$ cat config.mk
export PLATFORM = sky130hd
export DESIGN_NAME = jtframe_sdram_mux
export DESIGN_NICKNAME = d
export VERILOG_FILES = /design/src/rtl/jtframe_sdram_mux_pkg.sv /design/src/rtl/jtframe_sdram_mux_slot.sv /design/src/rtl/jtframe_sdram_mux.sv
export SDC_FILE = /design/constraint.sdc
export NUM_CORES = 1
export LEC_CHECK = 0
export CAP_MARGIN = 5
export CORE_ASPECT_RATIO = 1.5
export CORE_MARGIN = 5
export CORE_UTILIZATION = 30
export CTS_BUF_LIST = sky130_fd_sc_hd__clkbuf_2 sky130_fd_sc_hd__clkbuf_4 sky130_fd_sc_hd__clkbuf_8
export DETAILED_ROUTE_END_ITERATION = 8
export GPL_TIMING_DRIVEN = 0
export PLACE_DENSITY = 0.58
export SLEW_MARGIN = 10
export SYNTH_ARGS = -nofsm -noshare
export SYNTH_HDL_FRONTEND = slang
export SYNTH_SLANG_ARGS = --single-unit
$ cat constraint.sdc
create_clock -name clk_rom -period 4.57 [get_ports clk_rom]
set_clock_uncertainty 0.05 [all_clocks]
set_input_delay 1.371 -clock clk_rom [delete_from_list [all_inputs] [get_ports clk_rom]]
set_output_delay 1.371 -clock clk_rom [all_outputs]
set_load 0.01 [all_outputs]
$ cat src/rtl/jtframe_sdram_mux_pkg.sv
// Shared types and the round-robin helper for the SDRAM read multiplexer.
package jtframe_sdram_mux_pkg;

    localparam int BW = 2;

    typedef enum logic [1:0] {
        IDLE,
        WAIT_ACK,
        WAIT_RDY
    } state_t;

    // First set bit of req_mask after 'last', wrapping at 'slots'; keeps 'last' if none.
    function automatic int unsigned rr_next(
        input logic [7:0]  req_mask,
        input int unsigned last,
        input int unsigned slots
    );
        int unsigned g;
        int unsigned idx;
        logic        found;
        g     = last;
        found = 1'b0;
        for (int unsigned i = 1; i <= 8; i++) begin
            idx = (last + i) % slots;
            if (!found && i <= slots && |(req_mask & (8'd1 << idx))) begin
                g     = idx;
                found = 1'b1;
            end
        end
        return g;
    endfunction

endpackage

$ cat src/rtl/jtframe_sdram_mux_slot.sv
// One-entry read cache for a single requester, with hit compare and ok flag.
module jtframe_sdram_mux_slot
    import jtframe_sdram_mux_pkg::*;
#(
    parameter int AW = 22,
    parameter int DW = 32
) (
    input  logic          clk,
    input  logic          rst,
    input  logic          downloading,
    input  logic          req,
    input  logic [AW-1:0] addr,
    input  logic [BW-1:0] bank,
    input  logic          fill,
    input  logic [AW-1:0] lat_addr,
    input  logic [BW-1:0] lat_bank,
    input  logic [DW-1:0] data_read,
    output logic          ok,
    output logic [DW-1:0] dout,
    output logic          miss
);

    logic [AW-1:0] caddr;
    logic [BW-1:0] cbank;
    logic [DW-1:0] cdata;
    logic          valid;
    logic          hit;
    logic          lat_match;

    assign hit       = req & valid & (addr == caddr) & (bank == cbank);
    assign lat_match = (addr == lat_addr) & (bank == lat_bank);
    assign miss      = req & ~hit;
    assign dout      = cdata;

    always_ff @(posedge clk) begin
        if (rst) begin
            caddr <= '0;
            cbank <= '0;
            cdata <= '0;
            valid <= 1'b0;
            ok    <= 1'b0;
        end else begin
            if (downloading) begin
                valid <= 1'b0;
            end else if (fill) begin
                caddr <= lat_addr;
                cbank <= lat_bank;
                cdata <= data_read;
                valid <= 1'b1;
            end
            // A fill for an address the client has since left must not flag ok
            ok <= req & (hit | (fill & lat_match));
        end
    end

endmodule

$ cat src/rtl/jtframe_sdram_mux.sv
// Round-robin SDRAM read arbiter in front of per-slot one-entry caches.
module jtframe_sdram_mux
    import jtframe_sdram_mux_pkg::*;
#(
    parameter int SLOTS = 4,
    parameter int AW    = 22,
    parameter int DW    = 32
) (
    input  logic                clk_rom,
    input  logic                rst,
    input  logic                downloading,
    input  logic [SLOTS-1:0]    slot_req,
    input  logic [SLOTS*AW-1:0] slot_addr,
    input  logic [SLOTS*2-1:0]  slot_bank,
    output logic [SLOTS-1:0]    slot_ok,
    output logic [SLOTS*DW-1:0] slot_dout,
    output logic                sdram_req,
    output logic [AW-1:0]       sdram_addr,
    output logic [1:0]          sdram_bank,
    input  logic                sdram_ack,
    input  logic [DW-1:0]       data_read,
    input  logic                data_rdy,
    output logic                busy
);

    localparam int GW = $clog2(SLOTS);

    state_t         state;
    logic [GW-1:0]  grant;
    logic [GW-1:0]  last;
    logic [GW-1:0]  next_g;
    logic [AW-1:0]  lat_addr;
    logic [BW-1:0]  lat_bank;
    logic           drop;
    logic           done;
    logic [SLOTS-1:0] miss;
    logic [SLOTS-1:0] fill;
    logic [7:0]     mask8;
    logic [AW-1:0]  addr_a [SLOTS];
    logic [BW-1:0]  bank_a [SLOTS];

    always_comb begin
        mask8 = '0;
        mask8[SLOTS-1:0] = miss;
    end

    assign next_g = GW'(rr_next(mask8, 32'(last), SLOTS));

    assign done = (state == WAIT_ACK && sdram_ack && data_rdy) ||
                  (state == WAIT_RDY && data_rdy);

    // Fills seen during or after a download are stale and must not land
    always_comb begin
        fill = '0;
        if (done && !drop && !downloading) fill[grant] = 1'b1;
    end

    always_ff @(posedge clk_rom) begin
        if (rst) begin
            state      <= IDLE;
            busy       <= 1'b0;
            sdram_req  <= 1'b0;
            sdram_addr <= '0;
            sdram_bank <= '0;
            lat_addr   <= '0;
            lat_bank   <= '0;
            grant      <= '0;
            last       <= GW'(SLOTS - 1);
            drop       <= 1'b0;
        end else begin
            unique case (state)
                IDLE: begin
                    if (!downloading && |miss) begin
                        grant      <= next_g;
                        sdram_addr <= addr_a[next_g];
                        sdram_bank <= bank_a[next_g];
                        lat_addr   <= addr_a[next_g];
                        lat_bank   <= bank_a[next_g];
                        sdram_req  <= 1'b1;
                        drop       <= 1'b0;
                        busy       <= 1'b1;
                        state      <= WAIT_ACK;
                    end
                end
                WAIT_ACK: begin
                    if (downloading) drop <= 1'b1;
                    if (sdram_ack) begin
                        sdram_req <= 1'b0;
                        if (data_rdy) begin
                            last  <= grant;
                            busy  <= 1'b0;
                            state <= IDLE;
                        end else begin
                            state <= WAIT_RDY;
                        end
                    end
                end
                WAIT_RDY: begin
                    if (downloading) drop <= 1'b1;
                    if (data_rdy) begin
                        last  <= grant;
                        busy  <= 1'b0;
                        state <= IDLE;
                    end
                end
                default: begin
                    sdram_req <= 1'b0;
                    busy      <= 1'b0;
                    state     <= IDLE;
                end
            endcase
        end
    end

    for (genvar i = 0; i < SLOTS; i++) begin : g_slot
        assign addr_a[i] = slot_addr[i*AW +: AW];
        assign bank_a[i] = slot_bank[i*2 +: 2];

        jtframe_sdram_mux_slot #(
            .AW (AW),
            .DW (DW)
        ) u_slot (
            .clk         (clk_rom),
            .rst         (rst),
            .downloading (downloading),
            .req         (slot_req[i]),
            .addr        (addr_a[i]),
            .bank        (bank_a[i]),
            .fill        (fill[i]),
            .lat_addr    (lat_addr),
            .lat_bank    (lat_bank),
            .data_read   (data_read),
            .ok          (slot_ok[i]),
            .dout        (slot_dout[i*DW +: DW]),
            .miss        (miss[i])
        );
    end

endmodule

After elaboration in Yosys (flattened, before gate mapping) --
Cells that the tools add are included.
Cells by class: add/sub/neg operators 4, order comparisons 3, eq/ne operators 22, shift operators 4, mux-type cells 33, bitwise gates (word level) 43, reductions and logical operators 36
Operators with widths (number):
- 22-bit equality test | 8
- 22-bit binary-select mux with 2-bit select | 1
- 22-bit 2-to-1 mux | 2
- 4-bit by 8-bit AND with 8-bit output | 4
- 8-bit OR reduction | 4
- 1-bit by 2-bit << shifter with 8-bit output (first input constant) | 4
- 1-bit AND | 28
- 2-bit 2-to-1 mux | 12
- 2-bit equality test | 8
- 2-bit AND reduction | 7
- 1-bit logical AND | 10
- 1-bit 2-to-1 mux | 10
- 3-bit AND reduction | 3
- 2-bit != test (second input constant) | 3
- 1-bit inverter | 6
- 1-bit case mux with 3 select lines | 2
- 2-bit case mux with 3 select lines | 1
- 1-bit zero test | 5
- 2-bit by 1-bit adder with 2-bit output (second input constant) | 2
- 2-bit adder (second input constant) | 2
- 2-bit binary-select mux with 2-bit select | 1
- 4-bit 2-to-1 mux | 1
- 1-bit OR | 4
- 2-bit case mux with 2 select lines | 1
- other kinds (14) | 16
Storage, ports and cells: register bits 265, input bits 137, output and inout port bits 158, logic and storage cells 173

Logic depth before layout (Yosys ltp) --
Gate-level depths: netlist (run 1).
depth after elaboration 21, depth in mapped cells 11, mapped depth without buffers 9

Modules after synthesis --
From an unflattened synthesis (run 1), not the netlist that was laid out.
Unflattened totals: cells, all modules 1785, area total of the unflattened synthesis 13272.7 um^2
By module, submodules not included:
- jtframe_sdram_mux_slot | instances 4, cells each 317, area an instance 2512.4 um^2, seq. area each 1161.1 um^2
- jtframe_sdram_mux | instances 1, cells each 517, area an instance 3223.1 um^2, seq. area each 660.6 um^2

Worst setup path before layout (run 1) --
OpenSTA, ideal clock, no wires.
kind input to register, from in slot_addr[24], to reg lat_addr[11], library setup time 138 ps, data arrival time 3621 ps, data required time 4382 ps, path slack 761 ps, cell stages on the path 11, buffers on the path 2, cells stage by stage xnor2_1 -> nand4_1 -> or4_4 -> o211ai_1 -> and4_1 -> nor4_1 -> a311oi_2 -> buf_4 -> buf_6 -> mux2i_1 -> o221ai_1
Between the ends: word-level cells in the longest chain between the ends 21, elaborated cells between the ends (all ways) 33, classes of those cells eq/ne: 1; mux: 10; bitwise: 9; reduce/logical: 13
Ends and longest elaborated chain:
- start, declared | line jtframe_sdram_mux.sv:13 | input logic [SLOTS*AW-1:0] slot_addr,
- 22-bit equality test (*) | line jtframe_sdram_mux_slot.sv:30 | assign hit = req & valid & (addr == caddr) & (bank == cbank);
- 1-bit AND (*) (2 in series) | line jtframe_sdram_mux_slot.sv:30
- 1-bit inverter (*) | line jtframe_sdram_mux_slot.sv:32 | assign miss = req & ~hit;
- 1-bit AND (*) | line jtframe_sdram_mux_slot.sv:32
- 4-bit by 8-bit AND with 8-bit output | line jtframe_sdram_mux_pkg.sv:25 | if (!found && i <= slots && |(req_mask & (8'd1 << idx))) begin
- 8-bit OR reduction | line jtframe_sdram_mux_pkg.sv:25
- 1-bit 2-to-1 mux | line jtframe_sdram_mux_pkg.sv:25
- 1-bit zero test | line jtframe_sdram_mux_pkg.sv:25
- [3 not listed]
- 1-bit logical AND | line jtframe_sdram_mux_pkg.sv:25
- 1-bit 2-to-1 mux | line jtframe_sdram_mux_pkg.sv:25
- 1-bit zero test | line jtframe_sdram_mux_pkg.sv:25
- 1-bit logical AND | line jtframe_sdram_mux_pkg.sv:25
- 2-bit 2-to-1 mux | line jtframe_sdram_mux_pkg.sv:25
- 2-bit inverter with 3-bit output (implied by the code) | line jtframe_sdram_mux.sv:77 | lat_addr <= addr_a[next_g];
- 22-bit binary-select mux with 2-bit select | line jtframe_sdram_mux.sv:77
- 22-bit 2-to-1 mux (implied by the code) (2 in series) | line jtframe_sdram_mux.sv:77
- end signal, assigned | line jtframe_sdram_mux.sv:77
- end, declared | line jtframe_sdram_mux.sv:32 | logic [AW-1:0] lat_addr;
Mark *: on every way between the ends. The rest lies on a longest branch, timed or not. The select of a mux whose other input is x is not followed. A chain may end at the register's enable or synchronous reset.

Final worst setup path (run 1) --
from in slot_addr[86], to reg lat_addr[17]
The elaborated chain is that of the path after synthesis.

==> results of run 1 <==
registers in the layout (all words and copies together) (netlist names):
name,flops
g_slot.u_slot.ok,4
grant,2
last,2
g_slot.u_slot.valid,4
g_slot.u_slot.cbank,8
sdram_req,1
g_slot.u_slot.dout,128
g_slot.u_slot.caddr,88
lat_bank,2
busy,1
drop,1
state,2
lat_addr,22
kinds of logic after synthesis:
| family | after synthesis | share of synthesized area (%) |
|---|---|---|
| simple gates | 583 | 19.8 |
| buf+inv | 125 | 4.12 |
| flops | 265 | 43.6 |
| compound gates | 292 | 13.6 |
| mux | 50 | 4.12 |
| xor+xnor | 193 | 13.9 |
| fa+ha+maj | 8 | 0.823 |
final timing paths:
path,cells past startpoint,to,startpoint,slack (ns)
worst max-delay path,11,lat_addr[17],slot_addr[86],0.02
worst min-delay path,2,g_slot[1].u_slot.dout[16],g_slot[1].u_slot.dout[16],0.40
worst max register to register,10,lat_addr[17],g_slot[0].u_slot.caddr[16],1.03
worst min register to register,2,g_slot[1].u_slot.dout[16],g_slot[1].u_slot.dout[16],0.40
what timing repair did:
item / in CTS / in global routing
pin swaps: 0 / 1
buffers inserted: 0 / 2
endpoints found under the setup margin: 20 / 10
resized for setup: 6 / 6
worst max-delay path: stages:
cell and delay, ns:
clkdlybuf4s50_1 0.57, xor2_1 0.47, nor4_1 0.17, nand3_1 0.29
o21ai_0 0.15, a41oi_1 0.59, nand2_1 0.25, nor2_1 0.21
nand2_1 0.26, clkbuf_2 0.32, o221ai_1 0.30
final cells by class:
cell class / count / area, sq um
multi-input combinational: 1126 / 6390
clock inverter: 8 / 123
buffer: 115 / 473
antenna: 5 / 12.5
sequential: 265 / 5310
clock buffer: 69 / 875
inverter: 9 / 33.8
timing repair buffer: 295 / 2950
fill: 4025 / 23400
tap: 506 / 633
cells in the final DEF, fill, tap and decap left out, drive strengths merged, types with 5 or more instances in the layout:
master | netlist | final
xor2 | 76 | 76
inv | 9 | 11
clkdlybuf4s50 | 0 | 293
a41oi | 5 | 5
xnor2 | 117 | 117
nor3 | 9 | 9
dfxtp | 265 | 265
o221ai | 24 | 24
o21ai | 6 | 6
nand2 | 477 | 477
clkbuf | 87 | 156
o211ai | 13 | 13
nor2 | 20 | 20
nand3 | 10 | 10
o21a | 5 | 5
a21oi | 231 | 231
nor4 | 21 | 21
ha | 8 | 8
buf | 29 | 30
nand4 | 31 | 31
mux2i | 49 | 49
diode | 0 | 5
layer usage:
metal / part of all wire [%] / GRT usage (%) / routed length [microns]
met5: 0.035 / 0 / 19
met4: 7.0 / 15.1 / 3770
met3: 6.7 / 5.22 / 3590
met2: 50 / 40.6 / 27000
met1: 36 / 24.2 / 19600
stage by stage:
step                power, mW  hold slack [ns]
CTS                      6.25            0.404
global route             6.45            0.422
global placement         3.86            0.391
floorplan                3.20            0.390
detailed placement       3.87            0.395
finish                   6.24            0.402
where the power goes:
group / internal (mW) / switching [mW]
clock network: 1.39 / 0.993
registers: 2.38 / 0.0472
logic: 0.571 / 0.859
total: 4.34 / 1.90
==> flow_summary_export.csv, run 1 <==
group,metric,value,unit
status,status,"complete, no violations",
power,power.density,371,mW/mm^2
worst_setup_path,start_kind,"input pin",
detailed_routing,vias,12200,
logic_synthesis,ys.flop_type,"dfxtp_1",
detailed_routing,drcViolationCount,0,
timing,worst_pin_slew,1.16,ns
placement,place_ws,-0.791,ns
power,leakage,5.74,nW
grt,grt_pass1_wl,77.4,mm
clock_network,cts-buffers-inserted,43,
cells_and_area,area_growth_syn_to_layout,38.0,%
floorplan,core_area,0.0402,sq mm
timing,setup_viol,0,
detailed_routing,wirelength,54.0,mm
logic_synthesis,synth_top_area_share,43.6,%
timing,finalCritPeriodShare,99.6,%
worst_setup_path,crit_path_max_fanout,10,
detailed_routing,dr.pass1.iters,7,
logic_synthesis,yosysTopAreaCell,"dfxtp_1",
detailed_routing,drt_iter0_drc,754,
logic_synthesis,synth.distinct_cells,38,
placement,routabilityCongestion,0.962,
worst_setup_path,cp-end-kind,"register",
clock_network,htreeDepth,2,
floorplan,die-width,174,microns
min_path,hp-class,"reg -> reg",
timing,slew_viol_final,0,
grt,grt_max_degree,12,
timing,final_hold_viol_count,0,
clock_network,clockRootBuffer,"clkbuf_8",
logic_synthesis,synthMostInstantiatedCell,"nand2_1",
timing,finalWorstSetupSlack,0.0167,ns
placement,postPlaceCellArea,0.0157,sq mm
floorplan,die-height,257,microns
clock_network,clockBufferDepth,3,
logic_synthesis,ys_ff_latch,265,
cells_and_area,stdcell_area,0.0168,sq mm
timing,setup-tns-final,0,ns
grt,grt_pass1_vias,12100,
floorplan,die_area,0.0448,sq mm
clock_network,clock_sinks,265,
timing,max_freq,220,MHz
floorplan,start_util,30.3,%
worst_setup_path,crit_type,"in -> reg",
cells_and_area,drive_above_1_share,5.62,%
logic_synthesis,synth_area,0.0122,sq mm
logic_synthesis,ys_top_cells_by_count,"477 x nand2_1, 265 x dfxtp_1, 231 x a21oi_1",
flow_run,maxCapViolations,0,
clock_network,clk_pin_slew,0.06,ns
logic_synthesis,syn_nets,1661,
detailed_routing,wl_per_cell,22.5,microns
timing,max-slew-margin-rel,21.9,%
logic_synthesis,syn_area_per_cell,8.03,sq um
power,ir_drop,0.000228,V
logic_synthesis,synth_edf_count,0,
grt,antenna_found_initial,9,
clock_network,cts_tree,"built",
worst_setup_path,arrival,4.96,ns
grt,grt.total_usage,22.9,%
clock_network,clock_latency,0.59,ns
logic_synthesis,ys_async_sr_fraction,0,%
grt,overflow,0,
placement,place_hpwl,42.4,mm
logic_synthesis,yosys-top-cells-area,"dfxtp_1 44%, nand2_1 15%, a21oi_1 9.5%",
detailed_routing,ant_nets,0,
timing,rsz0062_at_grt,"false",
placement,port_buffers,293,
cells_and_area,fin_cells,2398,
cells_and_area,fin_util,41.8,%
cells_and_area,final_nets,2000,
timing,layout_min_cycle_time,4.55,ns
logic_synthesis,yosys_warnings,0,
floorplan,num_io_pins,295,
worst_setup_path,cp.required,4.98,ns
clock_network,cts_hold_buffers,0,
floorplan,rows,90,
placement,post-place-cells,2315,
detailed_routing,vias_per_cell,5.09,
logic_synthesis,synthCells,1516,
logic_synthesis,seq_area_frac_synth,43.6,%
(Power assumes the default switching activity.)
==> run 2: changes to the inputs <==
- PLACE_DENSITY: 0.58 -> 0.57
- SYNTH_HIERARCHICAL: unset -> 1
==> run 2 against run 1 <==
Effect of this change:
- die area up 8.6%
- cell area up 8.2%
- synthesized cell count up 18%
- global-route usage up 0.26 points
- sequential share of layout area down 2.4 points
- worst hold slack better by 0.0016 ns
- critical path type unchanged
- critical endpoint is now sdram_addr[14]
- largest cell class unchanged
- largest power group unchanged
==> flow_summary_export.csv, run 2 <==
group,metric,value,unit
clock_network,clockRootBuffer,"clkbuf_8",
placement,place_hpwl,46.1,mm
cells_and_area,area_growth_syn_to_layout,36.9,%
grt,antenna_found_initial,5,
cells_and_area,layout_commonest_cell,"nand2_1",
floorplan,rows,94,
worst_setup_path,arrival,4.93,ns
worst_setup_path,start_kind,"input pin",
detailed_routing,drt_iter0_drc,943,
power,power.density,335,mW/mm^2
timing,max_freq,221,MHz
logic_synthesis,synth_xor_xnor_area_share,12.7,%
cells_and_area,fin_util,41.4,%
logic_synthesis,muxShareOfSynthArea,0.236,%
logic_synthesis,synth.distinct_cells,41,
placement,postPlaceCellArea,0.0169,sq mm
power,ir_drop,0.000210,V
logic_synthesis,syn_area_per_cell,7.44,sq um
timing,layout_min_cycle_time,4.52,ns
logic_synthesis,yosysTopAreaCell,"dfxtp_1",
timing,final_hold_viol_count,0,
clock_network,clk_pin_slew,0.06,ns
clock_network,htreeDepth,2,
cells_and_area,stdcell_area,0.0182,sq mm
floorplan,die-height,268,microns
power,total_power,6.08,mW
logic_synthesis,synth-compound-area-share,14.0,%
detailed_routing,vias_per_cell,5.07,
logic_synthesis,ys.flop_type,"dfxtp_1",
timing,max-slew-margin-rel,19.5,%
worst_setup_path,reg2reg_depth,13,
detailed_routing,dr.pass1.iters,5,
cells_and_area,fill_cells,4499,
floorplan,core_area,0.0439,sq mm
placement,place_ws,-1.13,ns
clock_network,clock_latency,0.60,ns
detailed_routing,vias,13900,
detailed_routing,ant_nets,0,
grt,grt_max_degree,19,
cells_and_area,drive_above_1_share,8.73,%
timing,worst_pin_slew,1.20,ns
cells_and_area,largest_register_ffs,128,
timing,setup_viol,0,
flow_run,maxCapViolations,0,
logic_synthesis,yosys_warnings,6,
logic_synthesis,ys_top_cells_by_count,"625 x nand2_1, 308 x a21oi_1, 265 x dfxtp_1",
detailed_routing,drcViolationCount,0,
cells_and_area,layout_common_cells,"624 x nand2_1, 307 x a21oi_1, 287 x clkdlybuf4s50_1",
logic_synthesis,synthMostInstantiatedCell,"nand2_1",
timing,setup-tns-final,0,ns
placement,port_buffers,294,
logic_synthesis,ys_async_sr_fraction,0,%
grt,grt_pass1_vias,13600,
timing,finalWorstSetupSlack,0.0532,ns
timing,slew_viol_final,0,
grt,grt_pass1_wl,86.0,mm
logic_synthesis,synth_edf_count,0,
timing,hold_ws,0.404,ns
grt,overflow,0,
clock_network,clockBufferDepth,3,
placement,post-place-cells,2655,
min_path,holdPathStages,2,
floorplan,die_area,0.0486,sq mm
detailed_routing,wirelength,59.6,mm
detailed_routing,wl_per_cell,21.8,microns
logic_synthesis,yosys-top-cells-area,"dfxtp_1 40%, nand2_1 18%, a21oi_1 12%",
logic_synthesis,synth_area,0.0133,sq mm
floorplan,die-width,182,microns
logic_synthesis,synth_fa_ha_area_share,0.660,%
logic_synthesis,synthCells,1785,
logic_synthesis,synth-simple-area-share,28.1,%
logic_synthesis,ys_ff_latch,265,
worst_setup_path,cp-end-kind,"register",
clock_network,cts_tree,"built",
power,leakage,6.46,nW
logic_synthesis,seq_area_frac_synth,40.0,%
cells_and_area,final_nets,2268,
logic_synthesis,syn_nets,1929,
logic_synthesis,synth_top_area_share,40.0,%
clock_network,cts-buffers-inserted,44,
status,status,"complete, no violations",
timing,finalCritPeriodShare,98.8,%
worst_setup_path,crit_type,"in -> reg",
worst_setup_path,crit_path_max_fanout,10,
min_path,hp-class,"reg -> reg",
worst_setup_path,cp.required,4.98,ns
floorplan,start_util,30.3,%
floorplan,num_io_pins,295,
placement,routabilityCongestion,0.941,
logic_synthesis,synth_top_family_by_area,"simple AND/OR/NAND/NOR gates",
clock_network,clock_sinks,265,
cells_and_area,fin_cells,2733,
grt,grt.total_usage,23.2,%
## run 2: cell count changes after synthesis, moves of 10 or more
| cell | delta |
|---|---|
| o31ai_1 | +23 |
| clkbuf_1 | -33 |
| nor4b_2 | +10 |
| mux2i_1 | -47 |
| buf_2 | +40 |
| nor3_1 | +31 |
| nor4b_1 | +14 |
| xnor2_1 | -12 |
| o221ai_1 | -24 |
| and3_1 | +48 |
| nand2_1 | +148 |
| xor2_1 | +12 |
| a21oi_1 | +77 |
| o211ai_1 | -11 |
## run 2: where the power goes
group | switching (mW) | internal, mW | total (mW)
sequential | 0.205 | 2.36 | 2.56
clock | 1.02 | 1.32 | 2.34
combinational | 0.664 | 0.516 | 1.18
total | 1.89 | 4.19 | 6.08
## run 2: layer usage
metal / track usage, % / share of wire [%] / vias up
met5: 0 / 0.029 / -
met4: 12.6 / 6.0 / 2
met3: 4.77 / 6.1 / 186
met2: 43.5 / 53 / 544
met1: 24.0 / 35 / 6495
li1: - / - / 6633
## run 2: timing repair
item,in CTS,in global routing
setup endpoints to repair,24,25
pin swaps,0,2
hold buffers,0,0
buffers inserted,0,0
gates resized for setup,24,40
endpoints found under the hold margin,0,0
## run 2: cell type report
cell class                 instances  area, sq um  share of cell area, %
multi-input combinational       1394         7620                   41.9
inverter                           9         33.8                  0.186
antenna                            3         7.51                 0.0413
clock inverter                     9          113                  0.620
tap                              576          721                   3.97
buffer                           116          552                   3.04
sequential                       265         5310                   29.2
clock buffer                      67          860                   4.73
timing repair buffer             294         2960                   16.3
## run 2: worst max-delay path, stage by stage
cell and delay, ns:
clkdlybuf4s50_1 0.61, xnor2_1 0.16, nand4_1 0.24, nor4_2 0.32, nand4_1 0.14, and2_1 0.32
a22o_1 0.30, or2_1 0.23, nor3_1 0.33, o32ai_4 0.17, buf_6 0.17, buf_6 0.15
nor3_1 0.31, o31ai_1 0.10
## run 2: final timing paths
| path | slack [ns] | from | to |
|---|---|---|---|
| setup reg to reg | 0.63 | last[0] | sdram_addr[14] |
| hold reg to reg | 0.40 | g_slot[0].u_slot/dout[6] | g_slot[0].u_slot/dout[6] |
| setup / recovery | 0.05 | slot_addr[18] | sdram_addr[14] |
| hold / removal | 0.40 | g_slot[0].u_slot/dout[6] | g_slot[0].u_slot/dout[6] |
## run 2: cell families after synthesis
logic type               count (synthesis)
multiplexers                             3
flip-flops                             265
AND/OR/NAND/NOR                        843
XOR/XNOR                               193
buffers and inverters                  126
AO/OA/AOI/OAI                          348
adder cells (fa/ha/maj)                  7
==> run 3: changes to the inputs <==
- CAP_MARGIN: 5 -> unset
- CTS_CLUSTER_SIZE: unset -> 24
==> results of run 3 <==
Final layout, timing and power as in run 2 (identical DEF).
